==> config.mk <==
export PLATFORM = sky130hd
export DESIGN_NAME = seq_logic_pipe
export DESIGN_NICKNAME = d
export VERILOG_FILES = /design/src/rtl/seq_logic_pipe.sv
export SDC_FILE = /design/constraint.sdc
export NUM_CORES = 1
export LEC_CHECK = 0
export CORE_ASPECT_RATIO = 0.8
export CORE_MARGIN = 1
export CORE_UTILIZATION = 47
export DETAILED_ROUTE_END_ITERATION = 6
export PLACE_DENSITY = 0.85
export SLEW_MARGIN = 0
export SYNTH_ARGS = -nofsm -noshare
export SYNTH_HDL_FRONTEND = slang
export SYNTH_SLANG_ARGS = --single-unit
==> constraint.sdc <==
create_clock -name clk -period 2.3 [get_ports clk]
set_clock_uncertainty 0.15 [all_clocks]
set_input_delay 0.69 -clock clk [delete_from_list [all_inputs] [get_ports clk]]
set_output_delay 0.69 -clock clk [all_outputs]
set_load 0.03 [all_outputs]
==> src/rtl/seq_logic_pipe.sv <==
// seq_logic_pipe: per-bit logic function F(A,B,C,mode) that feeds a stall-able,
// flushable pipeline. Stages alternate polarity, so Z undoes the net inversion
// and equals F captured DEPTH enabled edges earlier. A saturating counter
// tallies delivered items.

// One bit lane of the stage-1 logic function.
module seq_logic_pipe_lane (
    input  logic       a,
    input  logic       b,
    input  logic       c,
    input  logic [1:0] mode,
    output logic       f
);
    // Select the lane function from mode.
    always_comb begin
        f = 1'b0;
        case (mode)
            2'b00:   f = (a | b) & c;
            2'b01:   f = (a & b) | c;
            2'b10:   f = a ^ b ^ c;
            default: f = (a & b) | (a & c) | (b & c);
        endcase
    end
endmodule

module seq_logic_pipe #(
    parameter int WIDTH   = 4,
    parameter int DEPTH   = 2,
    parameter int COUNT_W = 8
) (
    input  logic               clk,
    input  logic               rst,
    input  logic [WIDTH-1:0]   A,
    input  logic [WIDTH-1:0]   B,
    input  logic [WIDTH-1:0]   C,
    input  logic [1:0]         mode,
    input  logic               in_valid,
    input  logic               en,
    input  logic               flush,
    input  logic               clr_count,
    output logic [WIDTH-1:0]   Z,
    output logic               out_valid,
    output logic [COUNT_W-1:0] out_count
);
    logic [WIDTH-1:0]            f;
    logic [DEPTH:1][WIDTH-1:0]   stage_q, stage_d;
    logic [DEPTH:1]              vld_pipe_q, vld_pipe_d;
    logic [COUNT_W-1:0]          cnt_q, cnt_d;

    for (genvar i = 0; i < WIDTH; i++) begin : g_lane
        seq_logic_pipe_lane u_lane (
            .a    (A[i]),
            .b    (B[i]),
            .c    (C[i]),
            .mode (mode),
            .f    (f[i])
        );
    end

    // Advance data and valid shift registers on enable; flush kills every valid bit.
    always_comb begin
        stage_d    = stage_q;
        vld_pipe_d = vld_pipe_q;
        if (en) begin
            stage_d[1] = f;
            for (int k = 2; k <= DEPTH; k++)
                stage_d[k] = ~stage_q[k-1];
            vld_pipe_d = {vld_pipe_q[DEPTH-1:1], in_valid};
        end
        if (flush)
            vld_pipe_d = '0;
    end

    // Count items leaving the pipe; clear wins, the count sticks at all-ones.
    always_comb begin
        cnt_d = cnt_q;
        if (clr_count)
            cnt_d = '0;
        else if (vld_pipe_q[DEPTH] && en && (cnt_q != '1))
            cnt_d = cnt_q + COUNT_W'(1);
    end

    // State registers with synchronous reset taking priority over everything.
    always_ff @(posedge clk) begin
        if (rst) begin
            stage_q    <= '0;
            vld_pipe_q <= '0;
            cnt_q      <= '0;
        end else begin
            stage_q    <= stage_d;
            vld_pipe_q <= vld_pipe_d;
            cnt_q      <= cnt_d;
        end
    end

    // An even stage count leaves the data inverted once more than an odd one.
    assign Z         = (DEPTH % 2 == 1) ? stage_q[DEPTH] : ~stage_q[DEPTH];
    assign out_valid = vld_pipe_q[DEPTH];
    assign out_count = cnt_q;
endmodule

==> summary.txt, run 1 <==
Timing
  • Max_slew headroom: between 70% and 80%
  • Setup tns final: 0 ps
  • Fin crit share: 97.69%
  • Worst-Margin Slew: 368.7 ps
  • Fmax: 0.4450 GHz
  • Max-slew violations: 0
  • Final setup violation count: 0
  • Final worst slack: 53.03 ps
  • Final hold violations: 0
  • Hold slack final: 301.0 ps
  • Final Critical Period: between 2000 and 2500 ps
  • RSZ-0062 raised after global routing: no

Placed design
  • HPWL after detailed placement: 2157 µm
  • Placer's final routability congestion estimate: 0.8477
  • Buffers on Ports: 32
  • Place WS: -180.4 ps
  • Dpl cells: 204

Power
  • NetSw: 0.1802 mW
  • Sw frac: 26.15%
  • Leakage power: 0.8662 nW
  • Max IR drop VDD: 0.3263 mV
  • Sequential share of power: roughly 48%
  • P_int: 0.5090 mW
  • Power Density: around 410 nW/µm²
  • Clock power share: 28.4%
  • Gate power share: roughly a quarter

Global route
  • GRT overflow: 0
  • Gr usage total: a little over a fifth
  • Vias in the first global route: 1063
  • Initial antenna violation count: 0
  • Pin count of the biggest net entering global routing: 19
  • First-pass GRT wire length: 4353 µm

Critical path
  • Crit path max-delay family: buffers and inverters
  • CP Launch Type: input port
  • R2R Path End: out_count[6]
  • Cell count along the critical path: 6
  • Cell chain of the critical path: clkdlybuf4s50_1 > inv_1 > fa_1 > mux2i_1 > nand2_1 > a311oi_1
  • Crit end category: register
  • Arr. time, crit path: between 2000 and 2500 ps
  • CP startpoint: B[3]
  • Critical path type: input port to register
  • Crit Path Max Fanout: 2
  • Worst EP required: 2350 ps
  • R2R Setup Slk: approximately 580 ps
  • CP Capture Point: stage_q[3]
  • Crit path buf inv count: 2
  • Slowest-stage cell, CP: clkdlybuf4s50_1
  • Largest stage delay, worst path: 500 ps
  • RR Startpoint: out_count[1]
  • R2R cell count: 4

Floorplan
  • Top-Level Pins: 33
  • Die Y: 46.05 µm
  • FP Rows: 15
  • Die X: 57.06 µm
  • Core Area: 2215 µm²
  • Initial Util: 51.47%
  • Die area: 2627 µm²

Outcome
  • Failing checks: DRC
  • Outcome: complete, but fails checks

Finish
  • Util after Layout: between 70% and 80%
  • Area Overhead vs Synth: 46.32%
  • Antenna Diode Count: 0
  • Share of layout cells above drive strength 1: 13.66%
  • Non-Filler Instances: about 210
  • NumNets Final: about 220
  • Fillers: 162

Clocking
  • Reg clk slew, reported paths: ~100 ps
  • Maximum clock path buffer count: 2
  • CTS tree: built
  • CTS sink count: 18
  • H-Tree Depth: 1
  • Clk_lat worst skew: between 200 and 300 ps
  • Root buffer cell: clkbuf_4
  • # Post-CTS Setup Buffers: 0
  • Total CTS buffers: 3
  • Hold_buf cts: 0

Route
  • Total Wirelength: 2798 µm
  • First drt pass iteration count: 6
  • Vias/cell: 5.582
  • Via count: 1161
  • Drt drc: 2
  • Routed Antenna Nets: 0
  • WL/cell: 13.45 µm
  • Detailed Route Iter0 Violations: 66

Logic synthesis
  • Post-Synth Simple-Gate Area: 19.54%
  • #FFs+latches synth: 18
  • Syn Area/Cell: 8.635 µm²
  • Async set-or-reset flop fraction in the synthesized netlist: 0%
  • Post-synth top cells: inv_1, dfxtp_1, nor2_1
  • Yosys cell types: 31
  • Area share of fa/ha/maj cells after synthesis: 16.90%
  • Post-Synthesis Cells: approximately 130
  • Post-synthesis compound-gate area fraction: 16.68%
  • Synth Cell Area: 1140 µm²
  • Ys Warns: 0
  • Post-Syn Nets: 165
  • Number of synthesized flops with an enable pin: 0
  • Largest family of logic cells by synthesized area: simple AND/OR/NAND/NOR gates
  • Seq/Total Area, Yosys: 31.61%
  • Cell taking the most area after synthesis: dfxtp_1
  • Dominant synthesized flop cell: dfxtp_1
  • Share of the synthesized area in the top cell type: 31.61%
  • Top-count cell post-synth: inv_1
  • Top cells by area, synth: dfxtp_1, ha_1, fa_1, mux2i_1, inv_1
  • Mux contribution to synthesized area: 7.025%
  • Post-synthesis xor/xnor area fraction: 0%

Job
  • Total of max-cap violations: 0

Min path
  • Worst min-delay path category: register to register
how the worst min path moves through the flow:
stage                           from         end  slack (ps)  depth (start not counted)
final                     stage_q[3]  stage_q[7]         300                          1
after global routing      stage_q[3]  stage_q[7]         320                          1
after CTS                 stage_q[3]  stage_q[7]         290                          1
after detailed placement  stage_q[3]  stage_q[7]         280                          1
after global placement    stage_q[2]  stage_q[6]         270                          1
after floorplan           stage_q[0]  stage_q[4]         270                          1
stage by stage:
| stage | cell area [µm²] | power (mW) |
|---|---|---|
| floorplan | 1140 | 0.4125 |
| global placement | 1619 | 0.4891 |
| detailed placement | 1619 | 0.4991 |
| CTS | 1653 | 0.6863 |
| global route | 1668 | 0.7192 |
| finish | 1668 | 0.6892 |
cell families after synthesis:
logic type                 Yosys count
AOI/OAI and AO/OA                   27
adders and majority gates           13
buffers and inverters               24
DFF                                 18
muxes                                8
and+or+nand+nor                     42
state kept, by name, indices dropped and copies added, names as in the netlist:
name        cells
vld_pipe_q      2
out_count       8
stage_q         8
metal layers:
layer  share of wire, %  GRT usage (%)  up-vias
met5                  0              0        -
met4                2.6          4.390        0
met3                5.7          3.409       10
met2                 51          42.12       54
met1                 41          25.78      535
li1                   -              -      562
repair_timing:
item                                   CTS  global route
endpoints found under the hold margin    0             0
gates resized for setup                  2             6
setup endpoints to repair                2             6
final cells by class:
cell class	instances	area (µm²)	share of cell area, %
clock buffers	4	36.28	2.176
inverters	19	71.32	4.276
well taps	25	31.28	1.875
multi-input cells	90	685.7	41.11
flip-flops and latches	18	360.3	21.61
repair buffers	52	483.0	28.96
cell usage in the layout, fill, tap and decap left out, types with 3 or more instances in the layout:
master / instances
o21ai_0: 5
nand2_1: 9
nor3_1: 5
clkbuf_4: 3
buf_4: 20
a311oi_1: 4
clkdlybuf4s50_1: 24
a21oi_1: 3
mux2i_1: 8
inv_1: 19
dlymetal6s2s_1: 6
ha_1: 9
dfxtp_1: 18
a21o_1: 4
nand2b_1: 4
nor2_1: 10
fa_1: 4
a211oi_1: 6
power by group through the flow:
stage / registers (mW) / logic (mW) / clock network (mW)
floorplan: 0.336 / 0.0764 / 0
global placement: 0.337 / 0.153 / 0
detailed placement: 0.338 / 0.162 / 0
CTS: 0.330 / 0.162 / 0.194
global route: 0.332 / 0.177 / 0.210
finish: 0.330 / 0.163 / 0.196
No activity file was read; power rests on OpenSTA's default activity.
==> run 2, diff against run 1 <==
--- a/config.mk
+++ b/config.mk
@@ -10,6 +10,7 @@
 export CORE_UTILIZATION = 47
 export DETAILED_ROUTE_END_ITERATION = 6
 export PLACE_DENSITY = 0.85
+export SKIP_CTS_REPAIR_TIMING = 1
 export SLEW_MARGIN = 0
 export SYNTH_ARGS = -nofsm -noshare
 export SYNTH_HDL_FRONTEND = slang
==> summary.txt, run 2 (synthesis results as in run 1) <==
Outcome
  • Outcome: complete, but fails checks
  • Failing checks: DRC

Min path
  • Hold_sp: stage_q[3]
  • Number of cells on the worst hold path: 1 (unchanged)
  • Worst min-delay path category: register to register
  • Worst Hold Path EP: stage_q[7]

Finish
  • NumNets Final: 217 (unchanged)
  • Leading cell type in the layout, fill and taps excluded: clkdlybuf4s50_1
  • Share of layout cells above drive strength 1: 13.66% (unchanged)
  • Post-route cell area: 1675 µm² (+0.45%)
  • Register Area: 360.3 µm² (unchanged)
  • Area of the multi-input gates: 685.7 µm² (unchanged)
  • Antenna Diode Count: 0 (unchanged)
  • Fillers: 163 (+0.62%)
  • Area Overhead vs Synth: 46.98%
  • Most frequent cells in the layout: clkdlybuf4s50_1, buf_4, inv_1

Critical path
  • Crit end category: register
  • Slowest-stage cell, CP: clkdlybuf4s50_1
  • Critical path type: input port to register
  • Cell chain of the critical path: clkdlybuf4s50_1 > inv_1 > fa_1 > mux2i_1 > nand2_1 > a311oi_1
  • Crit Path Max Fanout: 2 (unchanged)
  • R2R Path End: out_count[6]
  • RR Startpoint: out_count[0]
  • Worst EP required: 2350 ps (about the same)
  • R2R cell count: 4 (unchanged)
  • R2R Setup Slk: 580 ps (about the same)
  • Arr. time, crit path: 2290 ps (about the same)
  • Largest stage delay, worst path: 500 ps (about the same)
  • CP Launch Type: input port

Route
  • Vias/cell: 5.577 (about the same)
  • Routed Antenna Nets: 0 (unchanged)
  • First drt pass iteration count: 7 (+1)
  • Total Wirelength: 2816 µm (+0.64%)
  • Drt drc: 2 (unchanged)
  • WL/cell: 13.54 µm (+0.64%)
  • Via count: 1160 (-0.086%)
  • Detailed Route Iter0 Violations: 67 (+1.5%)

Placed design
  • HPWL after detailed placement: 2157 µm (unchanged)
  • Placer's final routability congestion estimate: 0.8477 (unchanged)
  • Buffers on Ports: 32 (unchanged)
  • Placed Instance Area: 1619 µm² (unchanged)

Floorplan
  • Core Area: 2215 µm² (unchanged)
  • Top-Level Pins: 33 (unchanged)
  • Initial Util: 51.47% (unchanged)
  • Die X: 57.06 µm (unchanged)
  • Die area: 2627 µm² (unchanged)
  • FP Rows: 15 (unchanged)
  • Die Y: 46.05 µm (unchanged)

Clocking
  • Root buffer cell: clkbuf_4
  • H-Tree Depth: 1 (unchanged)
  • Maximum clock path buffer count: 2 (unchanged)
  • Clk_lat worst skew: 300 ps (about the same)
  • Reg clk slew, reported paths: 100 ps (about the same)
  • Total CTS buffers: 3 (unchanged)
  • CTS sink count: 18 (unchanged)
  • CTS tree: built

Timing
  • Final hold violations: 0 (unchanged)
  • Worst-Margin Slew: 387.0 ps (+18.28 ps)
  • Fin crit share: 97.41% (-0.28 points)
  • Final setup violation count: 0 (unchanged)
  • RSZ-0062 raised after global routing: no
  • Setup tns final: 0 ps (unchanged)
  • Fmax: 0.4463 GHz (+0.29%)
  • Max-slew violations: 0 (unchanged)
  • Max_slew headroom: 73.53% (-1.3 points)
  • Final Critical Period: 2241 ps (-6.448 ps)

Global route
  • Initial antenna violation count: 0 (unchanged)
  • Vias in the first global route: 1063 (unchanged)
  • Gr usage total: 21.68% (unchanged)
  • GRT overflow: 0 (unchanged)
  • Pin count of the biggest net entering global routing: 19 (unchanged)
  • First-pass GRT wire length: 4353 µm (unchanged)

Power
  • Pwr Total: 0.6897 mW (about the same)
  • Max IR drop VDD: 0.3265 mV (about the same)
  • Leakage power: 0.8940 nW (+3.2%)
  • Power Density: 411.7 nW/µm² (-0.38%)

Job
  • Total of max-cap violations: 0 (unchanged)
## run 2: cell type report
| type | count | area share (%) |
|---|---|---|
| Multi-Input combinational cell | 90 | 40.93 |
| Inverter | 19 | 4.257 |
| Tap cell | 25 | 1.867 |
| Clock buffer | 4 | 2.166 |
| Timing Repair Buffer | 52 | 29.28 |
| Sequential cell | 18 | 21.51 |
## run 2: through the flow
step / utilization (%) / setup slack (ps) / hold slack (ps) / cells
2_1_floorplan: - / 437.5 / 266.8 / 132
3_3_place_gp: 73.11 / -87.23 / 273.7 / 204
3_5_place_dp: 73.11 / -180.4 / 277.1 / 204
4_1_cts: 74.75 / -7.120 / 290.9 / 208
5_1_grt: 75.65 / 25.29 / 324.6 / 208
6_report: 75.65 / 59.48 / 301.2 / 208
## run 2: layer usage
metal	global-route usage, %	wire, µm
met5	0	0
met4	4.390	39
met3	3.409	161
met2	42.12	1490
met1	25.78	1125
## run 2: worst max path at each step
stage	startpoint	end	slack (ps)	cells past startpoint
2_1_floorplan	out_count[0]	out_count[6]	440	4
3_3_place_gp	A[1]	stage_q[1]	-90	6
3_5_place_dp	B[3]	stage_q[3]	-180	6
4_1_cts	out_count[2]	out_count[2]	-7	1
5_1_grt	A[3]	stage_q[3]	30	6
6_report	B[3]	stage_q[3]	60	6
## run 2: worst max-delay path: cells and delay by family
kind	cells	cell delay, ps
adder cells (fa/ha/maj)	1	460
AO/OA/AOI/OAI	1	310
multiplexers	1	160
AND/OR/NAND/NOR	1	80
buffers and inverters	2	580
## run 2: where the power goes
part | internal, mW | switching (mW) | leakage [nW] | total [mW]
Sequential | 0.324 | 0.00640 | 0.147 | 0.330
Combinational | 0.0885 | 0.0745 | 0.726 | 0.163
Clock | 0.0966 | 0.0998 | 0.0210 | 0.196
Total | 0.509 | 0.181 | 0.894 | 0.690
